==> src/rtl/button_event_decoder.sv <==
// button_event_decoder: classifies debounced pushbutton gestures as short,
// long or double presses, and emits one registered single-cycle pulse for
// each gesture.
module button_event_decoder #(
    parameter int LONG_CYC = 50_000_000,  // hold cycles that make a long press
    parameter int DBL_CYC  = 15_000_000,  // release-to-press window for a double
    parameter int CW       = 26           // counter width, 2^CW > both thresholds
) (
    input  logic clk,
    input  logic reset,
    input  logic db_level,
    input  logic db_tick,
    output logic short_tick,
    output logic long_tick,
    output logic double_tick,
    output logic busy
);

    typedef enum logic [2:0] {
        IDLE      = 3'd0,
        PRESSED   = 3'd1,
        LONG_HELD = 3'd2,
        GAP       = 3'd3,
        SECOND    = 3'd4
    } state_t;

    // Terminal counts. The counter starts at 0 on the edge that enters the
    // state, so cnt == N-1 on the Nth edge after entry.
    localparam logic [CW-1:0] LONG_LAST = CW'(LONG_CYC - 1);
    localparam logic [CW-1:0] DBL_LAST  = CW'(DBL_CYC - 1);

    state_t        state_q, state_d;
    logic [CW-1:0] cnt_q, cnt_d;
    logic          short_q, short_d;
    logic          long_q, long_d;
    logic          double_q, double_d;
    logic          busy_q, busy_d;

    // Next-state, counter and event-pulse decode
    always_comb begin
        state_d  = state_q;
        cnt_d    = cnt_q;
        short_d  = 1'b0;
        long_d   = 1'b0;
        double_d = 1'b0;
        case (state_q)
            IDLE: begin
                if (db_tick) begin
                    state_d = PRESSED;
                    cnt_d   = '0;
                end
            end
            PRESSED: begin
                if (!db_level) begin
                    state_d = GAP;
                    cnt_d   = '0;
                end else if (cnt_q == LONG_LAST) begin
                    state_d = LONG_HELD;
                    cnt_d   = '0;
                    long_d  = 1'b1;
                end else begin
                    cnt_d = cnt_q + CW'(1);
                end
            end
            LONG_HELD: begin
                // Waiting for release only; the gesture was already reported.
                if (!db_level) begin
                    state_d = IDLE;
                    cnt_d   = '0;
                end
            end
            GAP: begin
                // A press on the final window cycle still counts as a double.
                if (db_tick) begin
                    state_d  = SECOND;
                    cnt_d    = '0;
                    double_d = 1'b1;
                end else if (cnt_q == DBL_LAST) begin
                    state_d = IDLE;
                    cnt_d   = '0;
                    short_d = 1'b1;
                end else begin
                    cnt_d = cnt_q + CW'(1);
                end
            end
            SECOND: begin
                // No long detection here; just wait for the second release.
                if (!db_level) begin
                    state_d = IDLE;
                    cnt_d   = '0;
                end
            end
            default: begin
                state_d = IDLE;
                cnt_d   = '0;
            end
        endcase
        busy_d = (state_d != IDLE);
    end

    // State, counter and registered outputs
    always_ff @(posedge clk) begin
        if (reset) begin
            state_q  <= IDLE;
            cnt_q    <= '0;
            short_q  <= 1'b0;
            long_q   <= 1'b0;
            double_q <= 1'b0;
            busy_q   <= 1'b0;
        end else begin
            state_q  <= state_d;
            cnt_q    <= cnt_d;
            short_q  <= short_d;
            long_q   <= long_d;
            double_q <= double_d;
            busy_q   <= busy_d;
        end
    end

    assign short_tick  = short_q;
    assign long_tick   = long_q;
    assign double_tick = double_q;
    assign busy        = busy_q;

endmodule

==> config.mk <==
export PLATFORM = sky130hd
export DESIGN_NAME = button_event_decoder
export DESIGN_NICKNAME = d
export VERILOG_FILES = /design/src/rtl/button_event_decoder.sv
export SDC_FILE = /design/constraint.sdc
export NUM_CORES = 1
export LEC_CHECK = 0
export CAP_MARGIN = 5
export CORE_MARGIN = 10
export CORE_UTILIZATION = 45
export CTS_CLUSTER_SIZE = 28
export DETAILED_ROUTE_END_ITERATION = 16
export SLEW_MARGIN = 10
export SYNTH_ARGS = -nofsm -noshare
export SYNTH_HDL_FRONTEND = slang
export SYNTH_SLANG_ARGS = --single-unit
==> constraint.sdc <==
create_clock -name clk -period 2.5 [get_ports clk]
set_clock_uncertainty 0.15 [all_clocks]
set_input_delay 0.25 -clock clk [delete_from_list [all_inputs] [get_ports clk]]
set_output_delay 0.25 -clock clk [all_outputs]
set_load 0.05 [all_outputs]
Word level (Yosys, flattened, before mapping)
Index checks and enable logic that the tools add are counted.
Widths: inputs -> output; s select.
{ "totals": {"regBits": 33, "input_bits": 4, "word_cells": 42} }
{ "op_classes": {"addsub": 1, "n_eq_ne": 8, "muxes": 17, "bitwise": 3, "reduce_logical": 7} }
{ "op_table": {"columns": ["cell", "n"], "rows": [
  ["$mux 26", 6],
  ["$pmux 26 s4", 1],
  ["$add 26x1->26 const B", 1],
  ["$eq 26x24->1 const B", 1],
  ["$eq 26x26->1 const B", 1],
  ["$mux 3", 6],
  ["$pmux 3 s4", 1],
  ["$eq 3x2->1 const B", 2],
  ["$reduce_or 3->1", 2],
  ["$ne 2x2->1 const B", 2],
  ["$reduce_or 2->1", 2],
  ["$eq 3x1->1 const B", 1],
  ["$eq 3x3->1 const B", 1],
  ["$logic_not 3->1", 1],
  ["$mux 1", 3],
  ["$not 1->1", 3],
  ["$reduce_bool 3->1", 1],
  ["$reduce_and 2->1", 1]
]} }

Depth between registers and ports, before layout
{ "depth": {"ltp_word": 5, "mapped_depth": 8} }

Least setup slack after synthesis
No wires, ideal clock.
{ "synth_timing": {"path_kind": "register to register", "startpoint": "reg cnt_q[24]", "endpoint": "reg cnt_q[21]", "setup_ns": 0.125, "arrival_time_ns": 1.956, "t_required_ns": 2.225, "setup_slack_ns": 0.269, "stages_incl_launch_ff": 7, "path_buffers": 1, "synth_period_minus_slack_ns": 2.231, "path_cell_list": "dfxtp_1 or4_4 nor4_4 a211oi_2 o31ai_4 buf_6 a21oi_1"} }
{ "synth_via": {"elab_chain_cells": 4} }
{ "synth_rtl": {"columns": ["item", "line", "source"], "rows": [
  ["start: declaration", "33", "logic [CW-1:0] cnt_q, cnt_d;"],
  ["start signal: assignment", "112", "cnt_q <= cnt_d;"],
  ["$eq 26x24->1 / $eq 26x26->1 (equally long branches)", "78, 57", null],
  ["$mux 26 (on tied branches)", "78, 57", null],
  ["$mux 26 (on tied branches)", "74, 54", null],
  ["$pmux 26 s4 *", "46", "case (state_q)"]
]} }
Every way passes the cells marked *; elsewhere a longest branch is shown, timed or not.
A chain may end at the register's enable or synchronous reset.

Worst setup path after layout
{ "layout_timing": {"startpoint": "reg cnt_q[24]", "endpoint": "reg cnt_q[8]"} }
Same word-level chain as after synthesis.

==> metrics list <==
- Vertical die dimension: 82.37 um
- Commonest cells after routing, fill and taps aside: dfxtp_1 (33), nor2_1 (16), a21oi_1 (16)
- Min Tclk post-route: approximately 2.4 ns
* Final hold viol count: 0
- Once placement completed, the tool counted placed cells totaling 268.
- Ratio of final minimum period to clock period: between 90% and 100%
* Clk_lat worst skew: about 0.28 ns
* Fraction of final layout cells with drive strength greater than 1: 12.83%
- During synthesis, Yosys emitted a total of 0 warnings.
* Leakage Power: 0.6202 nW
* Top-level I/O count: 8
- For this run, global-route usage on met3 was measured as 3.888%.
- Worst-margin pin slew: slightly above 0.5 ns
- DR vias: 1646
- Routability-driven placement finished with a final weighted congestion of 0.8865.
* Utilization after layout: 53.91%
- After clock tree synthesis, the clock-pin slew on the worst setup and hold paths is 0.06 ns.
- Of all nets on the critical path, the largest fanout is 23.
- Unrepaired setup endpoints after global routing: no
- Setup Total Neg Slack: 0 ns
* GRT Residual Overflow: 0
- Number of max-slew violations in the final report: 0
- STA classifies the critical path startpoint as a flop.
- Largest delay contributor family on the critical path: simple AND/OR/NAND/NOR gates
- TritonCTS built the clock tree.
* Netlist area before placement: 0.001750 mm2
- Area delta synth->final: 14.44%
- The longest clock path from root to sink contains 2 buffers.
- Arrival time at the worst endpoint: 2.39 ns
- Die Outline Area: approximately 0.0068 mm2
- Fraction of synthesized cell area taken by the top area cell type: 37.74%
- Syn nets: 218
- Setup violations remaining at the end of the flow were counted as 0.
* Pwr Density: 507.5 mW/mm2
- Critical setup path kind: flop to flop
- Summed over all nets, the half-perimeter wirelength after detailed placement is 2.988 mm.
- Cts bufs inserted: 5
* Pin count of the biggest net entering global routing: 24
- Average cell area after synthesis: approximately 8 um2
* Most common library cell in the layout ignoring fill and taps: dfxtp_1
* Initial Utilization: 47.10%
* Count of routing violations after the opening detailed-route iteration: ~150
- In the global route stage, met2 resource usage came out at a little over 20%.
* Largest family of logic cells by synthesized area: simple AND/OR/NAND/NOR gates
- Measured along the x axis, the die boundary spans 82.37 um.
* Classification of the worst-slack hold path: flop to flop
- Top cells by area, synth: dfxtp_1 (38%), xor2_1 (5.0%), a21oi_1 (4.6%), nand4_1 (4.3%), nand3_1 (3.7%)
- Number of standard cells in the layout, taps in and fillers out: 274
* Number of detailed-route iterations in the first pass: 4
* Ant diodes: 0
* Cell at the root of the clock tree: clkbuf_8
- Fraction of the yosys area taken by sequential cells: 37.74%
* Worst setup path startpoint: cnt_q[24]$_SDFFE_PP0P_
- # DRC: 0
- On the critical path, the stage with the largest delay is an instance of or4_4.
* GRT Overall Usage: 12.78%
* FF+latch count, synth: 33
- XOR/XNOR share of the synthesized area: 6.004%
- Highest clock frequency the design can meet: roughly 0.42 GHz
- Core area: 0.003716 mm2
- Unique masters post-synth: between 40 and 50
- The global routing stage identified its most utilized layer as met2.
- In the synthesized netlist, the number of instances is around 210.
- The run finished with clean final reports.
- Multiplexer share of the synthesized area: 0%
* Remaining max-slew budget at the tightest pin: 65.92%
* Max Cap Violations: 0
- Basic-gate share of the synthesized area counting and, or, nand and nor cells: between 30 and 40%
- Sink Count: 33
* Antenna violations before repair: 0
- Input/output buffers: 7
- Hold path startpoint: cnt_q[1]$_SDFFE_PP0P_
* Number of nets with antenna violations after detailed routing: 0
- The number of hold buffers added after CTS was 0.
- FP Rows: 22
* Maximum resistive drop on vdd: 0.3393 mV
- STA classifies the critical path endpoint as a flop.
- Data on the critical path is required at its endpoint by ~2.5 ns.
- Number of levels the H-tree was split into: 2
- Wire length reported by the detailed router: 4.098 mm
- Post-DR wirelength/cell: 14.96 um
- The number of global-route vias before repair was between 1000 and 1500.
* Post-synth top area cell: dfxtp_1
- On the worst path, the slowest cell contributes a delay of 0.55 ns.
* Vias/cell: about 6
- Walking the worst path, the cells encountered are or4_4, nor4_4, a211oi_2, o31ai_4, buf_12, nor2_1.
* Buffers & Inverters on Critical Path: 1
- Post-layout net count: 232
- Met1 track demand over resource: around 16%
- The startpoint identified for the worst register-to-register timing path is cnt_q[24]$_SDFFE_PP0P_.
- Summing the areas of all compound-gate instances in the mapped netlist gives between 10% and 20% of the synthesized area.
- The first global-routing pass estimated 6.775 mm of wire.
- Summing the areas of all fa, ha and maj instances in the mapped netlist gives 0.7148% of the synthesized area.
==> cell type report <==
cell class	count	area (um2)
Sequential cell	33	660.6
Tap cell	48	60.06
Inverter	4	15.01
Fill cell	354	1713
Clock buffer	5	68.82
Multi-Input combinational cell	164	1021
Timing Repair Buffer	19	172.7
Clock inverter	1	5.005
==> metrics by stage <==
step	worst slack, ns	cell area (um2)	total power, W	hold slack, ns
3_3_place_gp	0.1842	1923	0.0006633	0.3138
6_report	0.1278	2003	0.001017	0.3348
3_5_place_dp	0.1279	1923	0.0006670	0.3253
5_1_grt	0.03619	2003	0.001069	0.3590
2_1_floorplan	0.2686	1750	0.0006276	0.2183
4_1_cts	0.1373	1997	0.001029	0.3342
==> cells in the mapped netlist, drive strengths merged <==
cell,number
nor4,9
nand4,12
a311oi,1
xor2,10
nand2,15
nand3b,1
nor4b,1
a31oi,1
dfxtp,33
a21o,1
nand2b,4
o31ai,3
nor3,1
nand4b,2
or3,10
or4,3
ha,1
nand4bb,1
nor2,20
a22oi,1
and2,4
and4,2
inv,4
o21ai,13
xnor2,2
o211ai,1
nor3b,3
nand3,13
nor4bb,1
a21oi,17
nor2b,2
clkbuf,8
or2,1
a211oi,3
buf,4
and3,5
==> flip-flops by register name (all words and copies together), names as in the netlist <==
register	flops
busy	1
cnt_q	26
double_tick	1
long_tick	1
short_tick	1
state_q	3
==> cell families after synthesis <==
logic type      Yosys count
fa+ha+maj                 1
compound gates           41
simple gates            110
xor+xnor                 12
flops                    33
buf+inv                  16
==> metal layers <==
layer | vias to the layer above | wire [um]
met5 | - | 0
met4 | 0 | 40
met3 | 6 | 270
met2 | 56 | 1950
met1 | 777 | 1837
li1 | 807 | -
==> path summary, 6_finish.rpt <==
path	depth (start not counted)	endpoint	slack, ns
worst max register to register	6	cnt_q[8]$_SDFFE_PP0P_	0.13
worst max-delay path	6	cnt_q[8]$_SDFFE_PP0P_	0.13
worst min register to register	2	cnt_q[1]$_SDFFE_PP0P_	0.33
worst min-delay path	2	cnt_q[1]$_SDFFE_PP0P_	0.33
==> tightest hold or removal path: cells and delay by family (launching register included) <==
kind / cells / cell delay (ns)
flip-flops: 1 / 0.32
AO/OA/AOI/OAI: 1 / 0.05
AND/OR/NAND/NOR: 1 / 0.08
==> where the power goes <==
group          switching [W]  total [W]  internal, W
clock network       0.000178   0.000361     0.000183
logic              0.0000671   0.000113    0.0000457
registers         0.00000957   0.000543     0.000534
==> timing repair <==
item | 4_1_cts | 5_1_grt
resized for setup | 0 | 1
endpoints found under the setup margin | 0 | 3
buffers inserted | 0 | 0
endpoints found under the hold margin | 0 | 0
(Power assumes the default switching activity.)
